--- src/rtl/rom_burst_reader.sv ---
// Burst sequencer for a dual-port ROM: issues consecutive word pairs and
// buffers the registered ROM outputs in a 2-entry FIFO behind a valid/ready port.
module rom_burst_reader #(
  parameter int AW    = 3,
  parameter int DW    = 16,
  parameter int LEN_W = 4
) (
  input  logic             clk,
  input  logic             rst,
  input  logic             start,
  input  logic [AW-1:0]    start_addr,
  input  logic [LEN_W-1:0] burst_len,
  output logic             busy,
  output logic             done,
  output logic             rom_en1,
  output logic             rom_en2,
  output logic [AW-1:0]    rom_addr1,
  output logic [AW-1:0]    rom_addr2,
  input  logic [DW-1:0]    rom_dout1,
  input  logic [DW-1:0]    rom_dout2,
  output logic             out_valid,
  input  logic             out_ready,
  output logic [DW-1:0]    out_data1,
  output logic [DW-1:0]    out_data2
);

  typedef enum logic [1:0] {IDLE, RUN, DRAIN, FIN} state_t;

  state_t           state_q, state_d;
  logic [AW-1:0]    ptr_q, ptr_d;
  logic [LEN_W-1:0] remain_q, remain_d;
  logic             inflight_q, inflight_d;
  logic [DW-1:0]    buf1_q [2];
  logic [DW-1:0]    buf2_q [2];
  logic [DW-1:0]    buf1_d [2];
  logic [DW-1:0]    buf2_d [2];
  logic             head_q, head_d;
  logic             tail_q, tail_d;
  logic [1:0]       occ_q, occ_d;
  logic             pop;
  logic             issue;
  logic [2:0]       credit;

  always_comb begin
    pop    = (occ_q != 2'd0) && out_ready;
    // Slots already committed (buffered + in flight) after this cycle's pop.
    credit = {1'b0, occ_q} + {2'b00, inflight_q} - {2'b00, pop};
    issue  = (state_q == RUN) && (credit < 3'd2);

    state_d    = state_q;
    ptr_d      = ptr_q;
    remain_d   = remain_q;
    inflight_d = issue;
    buf1_d     = buf1_q;
    buf2_d     = buf2_q;
    head_d     = head_q;
    tail_d     = tail_q;
    occ_d      = occ_q + {1'b0, inflight_q} - {1'b0, pop};

    if (inflight_q) begin
      if (tail_q) begin
        buf1_d[1] = rom_dout1;
        buf2_d[1] = rom_dout2;
      end else begin
        buf1_d[0] = rom_dout1;
        buf2_d[0] = rom_dout2;
      end
      tail_d = ~tail_q;
    end
    if (pop) head_d = ~head_q;

    case (state_q)
      IDLE: begin
        if (start) begin
          ptr_d    = start_addr;
          remain_d = burst_len;
          state_d  = (burst_len != '0) ? RUN : FIN;
        end
      end
      RUN: begin
        if (issue) begin
          ptr_d    = ptr_q + AW'(2);
          remain_d = remain_q - LEN_W'(1);
          if (remain_q == LEN_W'(1)) state_d = DRAIN;
        end
      end
      DRAIN: begin
        // Nothing is issued here, so an empty next buffer implies nothing in flight.
        if (occ_d == 2'd0) state_d = FIN;
      end
      FIN: state_d = IDLE;
      default: state_d = IDLE;
    endcase
  end

  always_ff @(posedge clk or posedge rst) begin
    if (rst) begin
      state_q    <= IDLE;
      ptr_q      <= '0;
      remain_q   <= '0;
      inflight_q <= 1'b0;
      buf1_q[0]  <= '0;
      buf1_q[1]  <= '0;
      buf2_q[0]  <= '0;
      buf2_q[1]  <= '0;
      head_q     <= 1'b0;
      tail_q     <= 1'b0;
      occ_q      <= '0;
    end else begin
      state_q    <= state_d;
      ptr_q      <= ptr_d;
      remain_q   <= remain_d;
      inflight_q <= inflight_d;
      buf1_q     <= buf1_d;
      buf2_q     <= buf2_d;
      head_q     <= head_d;
      tail_q     <= tail_d;
      occ_q      <= occ_d;
    end
  end

  assign busy      = (state_q != IDLE);
  assign done      = (state_q == FIN);
  assign rom_en1   = issue;
  assign rom_en2   = issue;
  assign rom_addr1 = issue ? ptr_q : '0;
  assign rom_addr2 = issue ? (ptr_q + AW'(1)) : '0;
  assign out_valid = (occ_q != 2'd0);
  assign out_data1 = head_q ? buf1_q[1] : buf1_q[0];
  assign out_data2 = head_q ? buf2_q[1] : buf2_q[0];

endmodule

--- config.mk ---
export PLATFORM = sky130hd
export DESIGN_NAME = rom_burst_reader
export DESIGN_NICKNAME = d
export VERILOG_FILES = /design/src/rtl/rom_burst_reader.sv
export SDC_FILE = /design/constraint.sdc
export NUM_CORES = 1
export LEC_CHECK = 0
export ABC_AREA = 0
export BUFFER_PORTS_ARGS = -buffer_cell sky130_fd_sc_hd__buf_2
export CAP_MARGIN = 0
export CORE_MARGIN = 2
export CORE_UTILIZATION = 48
export CTS_BUF_LIST = sky130_fd_sc_hd__clkbuf_4
export CTS_CLUSTER_DIAMETER = 150
export DETAILED_ROUTE_END_ITERATION = 6
export PLACE_DENSITY = 0.73
export SLEW_MARGIN = 40
export SYNTH_ARGS = -nofsm -noshare
export SYNTH_HDL_FRONTEND = slang
export SYNTH_SLANG_ARGS = --single-unit
--- constraint.sdc ---
create_clock -name clk -period 3.8 [get_ports clk]
set_input_delay 0.19 -clock clk [delete_from_list [all_inputs] [get_ports clk]]
set_output_delay 0.19 -clock clk [all_outputs]
set_load 0.05 [all_outputs]
==> impl_metrics.json, run 1 <==
{
  "status": "complete, no violations",
  "die_x_um": 92.0,
  "synth_edf_count": 0,
  "drc": 0,
  "synth_area_leaders": "dfrtp_1 53%, mux2_2 28%, ha_1 3.4%",
  "setup_viol": 0,
  "synth_top_cell_by_area": "dfrtp_1",
  "antenna_found_initial": 0,
  "pre_cts_slack_ns": 0.819,
  "critical_path_class": "flop to primary output",
  "numPortBuffers": 85,
  "critPathMaxFanout": 7,
  "die_area_mm2": 0.00846,
  "htreeDepth": 3,
  "yosys_warnings": 0,
  "postRouteAntennaNets": 0,
  "rsz0062_at_grt": "no",
  "synth_cell_types": 39,
  "gp_congestion": 0.786,
  "cp.arrival_ns": 3.23,
  "slew_headroom_pct": 60.5,
  "syn_area_mm2": 0.00371,
  "min-delay-start": "rom_dout2[5]",
  "ios": 86,
  "period_minus_slack_ns": 3.42,
  "num_antenna_cells": 0,
  "worst_slack_ns": 0.378,
  "synthCells": 270,
  "post-synth-top-count-cell": "mux2_2",
  "stdcell_count": 491,
  "cts_resized": 0,
  "dr_total_vias": 2503,
  "cp_slowest_cell": "fa_1",
  "drtIter0Drc": 43,
  "reg2reg_from": "occ_q[1]",
  "clockBufferDepth": 2,
  "setup.worst_path.start_class": "flop",
  "dr.pass1.iters": 4,
  "slew_viol_final": 0,
  "max_cap_viol_count": 0,
  "synthArstFlopShare_pct": 100,
  "postRouteWirelength_mm": 7.28,
  "fin_nets": 438,
  "syn-num-nets": 324,
  "grt-ovfl-total": 0,
  "dp_cells": 448,
  "worstMarginPinSlew_ns": 0.591,
  "path_cells": "or2_2, and2_1, ha_1, inv_1, ha_1, inv_1, fa_1, inv_1, nor2_2, nand2_1, nor2_1, buf_2",
  "clock_latency_ns": 0.41,
  "clk_pin_slew_ns": 0.12,
  "yosysSeqAreaShare_pct": 52.5,
  "clock.fmax_ghz": 0.292,
  "cpMostUsedCell": "inv_1",
  "crit_buf_inv": 4,
  "routedWlPerCell_um": 14.8,
  "grt_pass1_wl_mm": 12.3,
  "hpwl_mm": 4.85,
  "critPathCaptureType": "primary output",
  "finalSetupTns_ns": 0,
  "first_global_vias": 2636,
  "syn_to_final_growth_pct": 25.4,
  "clock-root-buffer": "clkbuf_4",
  "initial_core_util_pct": 48.8,
  "min-delay-path-class": "input port to flop",
  "finalHoldViolCount": 0,
  "synth_top_area_share_pct": 52.5,
  "ctsHoldBuffers": 26,
  "numCtsBuffers": 9,
  "crit_family": "simple AND/OR/NAND/NOR gates",
  "synth.avg_cell_area_um2": 13.8,
  "die_y_um": 92.0,
  "cts_sinks": 78,
  "grt_max_degree": 47,
  "rows": 32,
  "period_share_pct": 90.1,
  "grt_util_all_layers_pct": 18.4,
  "skew_ns": 0.0180,
  "cp.required_ns": 3.61,
  "final_core_util_pct": 61.3,
  "drive_above_1_share_pct": 53.7,
  "cts_tree": "done",
  "setup.worst_path.start": "occ_q[1]",
  "synth-seq-cells": 78,
  "netlist_top_cells_count": "94 x mux2_2, 78 x dfrtp_1, 13 x inv_1, 10 x ha_1",
  "cts_setup_buffers": 0,
  "viasPerCell": 5.10,
  "cp_slowest_stage_delay_ns": 0.50,
  "coreArea_mm2": 0.00761,
  "yosys_most_used_dff": "dfrtp_1"
}
per-layer routing:
| metal | GRT usage (%) | routed length [um] | vias up |
|---|---|---|---|
| li1 | - | - | 1191 |
| met1 | 22.8 | 3250 | 1231 |
| met2 | 31.0 | 3520 | 72 |
| met3 | 5.26 | 425 | 9 |
| met4 | 6.47 | 87 | 0 |
| met5 | 0 | 0 | - |
state kept, by name, indices dropped and copies added (netlist names):
name and cells:
inflight_q 1, ptr_q 3, buf1_q 32, state_q 2
tail_q 1, buf2_q 32, remain_q 4, head_q 1
occ_q 2
final cells by class:
type | instances | area (um^2)
Multi-Input combinational cell | 166 | 1650
Clock inverter | 7 | 65.1
Inverter | 13 | 51.3
Clock buffer | 9 | 67.6
Sequential cell | 78 | 1950
Fill cell | 614 | 2950
Tap cell | 102 | 128
Timing Repair Buffer | 116 | 746
cells in the final DEF, fill, tap and decap left out, drive strengths merged, types with 2 or more instances in the layout:
master / netlist / routed
clkbuf: 3 / 9
and3: 4 / 4
dfrtp: 78 / 78
ha: 10 / 10
inv: 13 / 13
nand3b: 2 / 2
clkinv: 0 / 5
o21ai: 7 / 7
a21oi: 4 / 4
mux2: 96 / 96
xor2: 3 / 3
nand2b: 3 / 3
nor3: 3 / 3
and2: 2 / 2
mux2i: 4 / 4
nand2: 6 / 6
nor2b: 3 / 3
dlygate4sd3: 0 / 27
nor2: 5 / 5
buf: 10 / 89
cell families (layout without fill, tap and decap cells):
kind of cell,Yosys count,in the layout,share of synthesized area [%]
xor+xnor,4,4,1.15
fa+ha+maj,11,11,3.91
mux,100,100,30.2
compound gates,20,20,4.21
simple gates,31,31,4.78
buf+inv,26,145,3.23
flops,78,78,52.5
worst paths after layout:
kind | slack [ns] | cells past startpoint | end
max in group asynchronous | 2.58 | 4 | buf2_q[18]
min in group asynchronous | 0.38 | 3 | buf1_q[21]
worst max-delay path | 0.38 | 12 | rom_addr2[2]
worst min register to register | 0.50 | 1 | buf2_q[17]
worst max register to register | 0.86 | 11 | state_q[0]
worst min-delay path | 0.03 | 2 | buf2_q[21]
per-stage QoR:
step / instance area (um^2) / hold WS [ns]
after CTS: 4650 / 0.00226
after global routing: 4660 / 0.000517
after global placement: 4230 / 0.428
after floorplan: 3710 / 0.325
after detailed placement: 4260 / 0.299
final: 4660 / 0.0268
Power of run 1 is not shown: default switching activity piles up to over one toggle a cycle in this logic, so the estimate is an artifact.
==> inputs of run 2 (changes only) <==
Settings changed: RECOVER_POWER set to 50.
==> impl_metrics.json, run 2 (synthesis results as in run 1) <==
{
  "grt_util_all_layers_pct": 18.4,
  "final_cell_mix": "94 x mux2_2, 84 x buf_2, 78 x dfrtp_1",
  "worst_slack_ns": 0.362,
  "gp_congestion": 0.786,
  "cp.arrival_ns": 3.25,
  "rsz0062_at_grt": "no",
  "clk_pin_slew_ns": 0.12,
  "htreeDepth": 3,
  "finalHoldViolCount": 0,
  "grt_pass1_wl_mm": 12.3,
  "multiInputGateArea_mm2": 0.00164,
  "drive_above_1_share_pct": 53.2,
  "cts_sinks": 78,
  "cp.required_ns": 3.61,
  "max_cap_viol_count": 2,
  "critPathCaptureType": "primary output",
  "grt_max_degree": 47,
  "slew_viol_final": 64,
  "period_minus_slack_ns": 3.44,
  "postRouteAntennaNets": 0,
  "die_x_um": 92.0,
  "numCtsBuffers": 9,
  "fin_nets": 438,
  "clock_latency_ns": 0.41,
  "clock.fmax_ghz": 0.291,
  "violations": "max-capacitance violations, max-slew violations",
  "die_area_mm2": 0.00846,
  "period_share_pct": 90.5,
  "viasPerCell": 5.11,
  "initial_core_util_pct": 48.8,
  "critical_path_class": "flop to primary output",
  "drc": 0,
  "setup.worst_path.start_class": "flop",
  "setup_viol": 0,
  "syn_to_final_growth_pct": 25.1,
  "clockBufferDepth": 2,
  "grt-ovfl-total": 0,
  "skew_ns": 0.0174,
  "final_common_cell": "mux2_2",
  "cts_tree": "done",
  "fill_cells": 617,
  "hpwl_mm": 4.85,
  "slew_headroom_pct": -34.7,
  "num_antenna_cells": 0,
  "rows": 32,
  "die_y_um": 92.0,
  "drtIter0Drc": 48,
  "dr.pass1.iters": 4,
  "numPortBuffers": 85,
  "rr_worst_depth": 11,
  "cts_setup_buffers": 0,
  "routedWlPerCell_um": 14.8,
  "holdPathStages": 2,
  "pre_cts_slack_ns": 0.819,
  "seq_area_mm2": 0.00195,
  "dr_total_vias": 2510,
  "largest_registers": "buf1_q (32), buf2_q (32), remain_q (4)",
  "ios": 86,
  "antenna_found_initial": 0,
  "clock-root-buffer": "clkbuf_4",
  "status": "finished, violations left",
  "postRouteWirelength_mm": 7.27,
  "critPathMaxFanout": 7,
  "min-delay-path-class": "input port to flop",
  "coreArea_mm2": 0.00761,
  "first_global_vias": 2636,
  "finalSetupTns_ns": 0,
  "worstMarginPinSlew_ns": 2.01
}
==> run 2: worst max-delay path, cell delays in order (launching register included) <==
cell and delay, ns:
dfrtp_1 0.45, or2_2 0.32, and2_0 0.19, ha_1 0.28, inv_1 0.05, ha_1 0.13, inv_1 0.05, fa_1 0.50
inv_1 0.09, nor2_2 0.26, nand2_1 0.13, nor2_1 0.13, buf_2 0.26
==> run 2: per-layer routing <==
metal	vias up	global-route usage (%)	part of all wire, %
met5	-	0	0
met1	1235	22.8	45
met4	0	6.47	1.2
li1	1192	-	-
met3	9	5.26	6.0
met2	74	31.0	48
==> run 2: path summary, 6_finish.rpt <==
check	startpoint	to	slack, ns
hold / removal	rom_dout2[5]	buf2_q[21]	0.03
max in group asynchronous	rst	buf2_q[18]	1.42
setup / recovery	occ_q[1]	rom_addr2[2]	0.36
setup reg to reg	occ_q[1]	state_q[0]	0.84
hold reg to reg	tail_q	tail_q	0.50
min in group asynchronous	rst	buf1_q[21]	0.84
==> run 2: through the flow <==
step                instances  utilization (%)  hold slack [ns]  instance area, um^2
floorplan                 270                -            0.325                 3710
finish                    491             61.1           0.0262                 4650
CTS                       490             61.1          0.00226                 4650
detailed placement        448             56.0            0.299                 4260
global route              491             61.1         0.000517                 4650
global placement          447             55.6            0.428                 4230
==> run 2: repair_timing <==
action,4_1_cts,5_1_grt
endpoints found under the hold margin,85,1
hold buffers,26,1
resized for setup,0,0
==> run 2: final cells by class <==
type | count | share of cell area, %
multi-input cells | 166 | 35.4
repair buffers | 116 | 16.0
clock buffers | 9 | 1.45
inverters | 13 | 1.08
clock inverters | 7 | 1.40
well taps | 102 | 2.75
flip-flops and latches | 78 | 42.0
Power of run 2 is left out for the same reason.
==> inputs of run 3 (changes only) <==
Settings changed: CTS_BUF_LIST sky130_fd_sc_hd__clkbuf_4 to unset.
==> impl_metrics.json, run 3 (synthesis results as in run 1) <==
{
  "clockBufferDepth": 2,
  "holdPathStages": 2,
  "viasPerCell": 5.18,
  "syn_to_final_growth_pct": 19.8,
  "clock.fmax_ghz": 0.299,
  "clock-root-buffer": "clkbuf_8",
  "antenna_found_initial": 0,
  "clk_pin_slew_ns": 0.08,
  "die_y_um": 92.0,
  "die_area_mm2": 0.00846,
  "ios": 86,
  "reg2reg_slack_ns": 0.88,
  "final_common_cell": "mux2_2",
  "dr.pass1.iters": 4,
  "coreArea_mm2": 0.00761,
  "drive_above_1_share_pct": 57.0,
  "cts_resized": 0,
  "violations": "max-capacitance violations, max-slew violations",
  "critPathMaxFanout": 7,
  "initial_core_util_pct": 48.8,
  "routedWlPerCell_um": 15.1,
  "finalSetupTns_ns": 0,
  "min-delay-start": "rom_dout2[2]",
  "worstMarginPinSlew_ns": 2.05,
  "critical_path_class": "flop to primary output",
  "dr_total_vias": 2408,
  "grt_pass1_wl_mm": 11.7,
  "reg2reg_from": "occ_q[1]",
  "rsz0062_at_grt": "no",
  "grt_max_degree": 47,
  "setup.worst_path.start_class": "flop",
  "period_share_pct": 88.1,
  "largest_registers": "buf1_q (32), buf2_q (32), remain_q (4)",
  "skew_ns": 0.00996,
  "cts_sinks": 78,
  "grt-ovfl-total": 0,
  "slew_headroom_pct": -37.5,
  "final_cell_mix": "94 x mux2_2, 83 x buf_2, 78 x dfrtp_1",
  "timing.rr.end": "state_q[0]",
  "drtIter0Drc": 42,
  "htreeDepth": 3,
  "critPathCaptureType": "primary output",
  "grt_util_all_layers_pct": 17.6,
  "rr_worst_depth": 11,
  "numPortBuffers": 85,
  "gp_congestion": 0.786,
  "min-delay-path-class": "input port to flop",
  "hpwl_mm": 4.85,
  "first_global_vias": 2495,
  "die_x_um": 92.0,
  "postRouteAntennaNets": 0,
  "hold-path-endpoint": "buf2_q[18]",
  "numCtsBuffers": 9,
  "setup_viol": 0,
  "clock_latency_ns": 0.34,
  "period_minus_slack_ns": 3.35,
  "slew_viol_final": 64,
  "cts_tree": "done",
  "rows": 32,
  "finalHoldViolCount": 0,
  "fin_nets": 412,
  "max_cap_viol_count": 2,
  "cp.required_ns": 3.61,
  "drc": 0,
  "status": "finished, violations left",
  "postRouteWirelength_mm": 7.03,
  "num_antenna_cells": 0,
  "cp.arrival_ns": 3.16
}
[run 3: cell count changes in the layout (fill, tap and decap cells not counted)]
| cell | previous run | this run |
|---|---|---|
| clkbuf_4 | 9 | 0 |
| dlygate4sd3_1 | 27 | 1 |
| clkbuf_8 | 0 | 10 |
| clkbuf_1 | 1 | 2 |
| clkinv_1 | 1 | 0 |
| buf_2 | 84 | 83 |
[run 3: stage by stage]
step | utilization (%) | std cells | setup slack, ns | hold slack [ns] | instance area [um^2]
2_1_floorplan | - | 270 | 0.478 | 0.325 | 3710
3_3_place_gp | 55.6 | 447 | 0.864 | 0.428 | 4230
3_5_place_dp | 56.0 | 448 | 0.819 | 0.299 | 4260
4_1_cts | 58.7 | 465 | 0.444 | 0.0724 | 4470
5_1_grt | 58.5 | 465 | 0.174 | 0.0725 | 4450
6_report | 58.5 | 465 | 0.452 | 0.0862 | 4450
[run 3: worst max-delay path by stage]
stage               startpoint            to  slack [ns]  cells past startpoint
global placement      occ_q[1]  rom_addr2[2]        0.86                     12
floorplan             occ_q[1]  rom_addr2[2]        0.48                     11
global route          occ_q[1]       rom_en1        0.17                     12
CTS                   occ_q[1]  rom_addr2[2]        0.44                     12
detailed placement    occ_q[1]  rom_addr2[2]        0.82                     12
finish                occ_q[1]  rom_addr2[2]        0.45                     12
[run 3: what timing repair did]
action,4_1_cts,5_1_grt
endpoints found under the hold margin,45,0
hold buffers,1,0
buffers inserted,0,0
[run 3: cell type report]
class	instances	area [um^2]
Timing Repair Buffer	90	480
Inverter	13	50.0
Tap cell	102	128
Fill cell	634	3160
Sequential cell	78	1950
Clock inverter	6	61.3
Clock buffer	10	138
Multi-Input combinational cell	166	1640
[run 3: routing by layer]
layer  global-route usage [%]  wire [um]  share of wire (%)  vias up
li1                         -          -                  -     1133
met5                        0          0                  0        -
met4                     7.34         93                1.3        0
met1                     22.2       3280                 47     1188
met2                     29.1       3240                 46       75
met3                     4.44        408                5.8       12
[run 3: critical path: stages (launching register included)]
cell	delay, ns
dfrtp_1	0.44
or2_2	0.32
and2_0	0.19
ha_1	0.28
inv_1	0.05
ha_1	0.13
inv_1	0.05
fa_1	0.50
inv_1	0.09
nor2_2	0.26
nand2_1	0.13
nor2_1	0.13
buf_2	0.26
Power of run 3 is left out for the same reason.
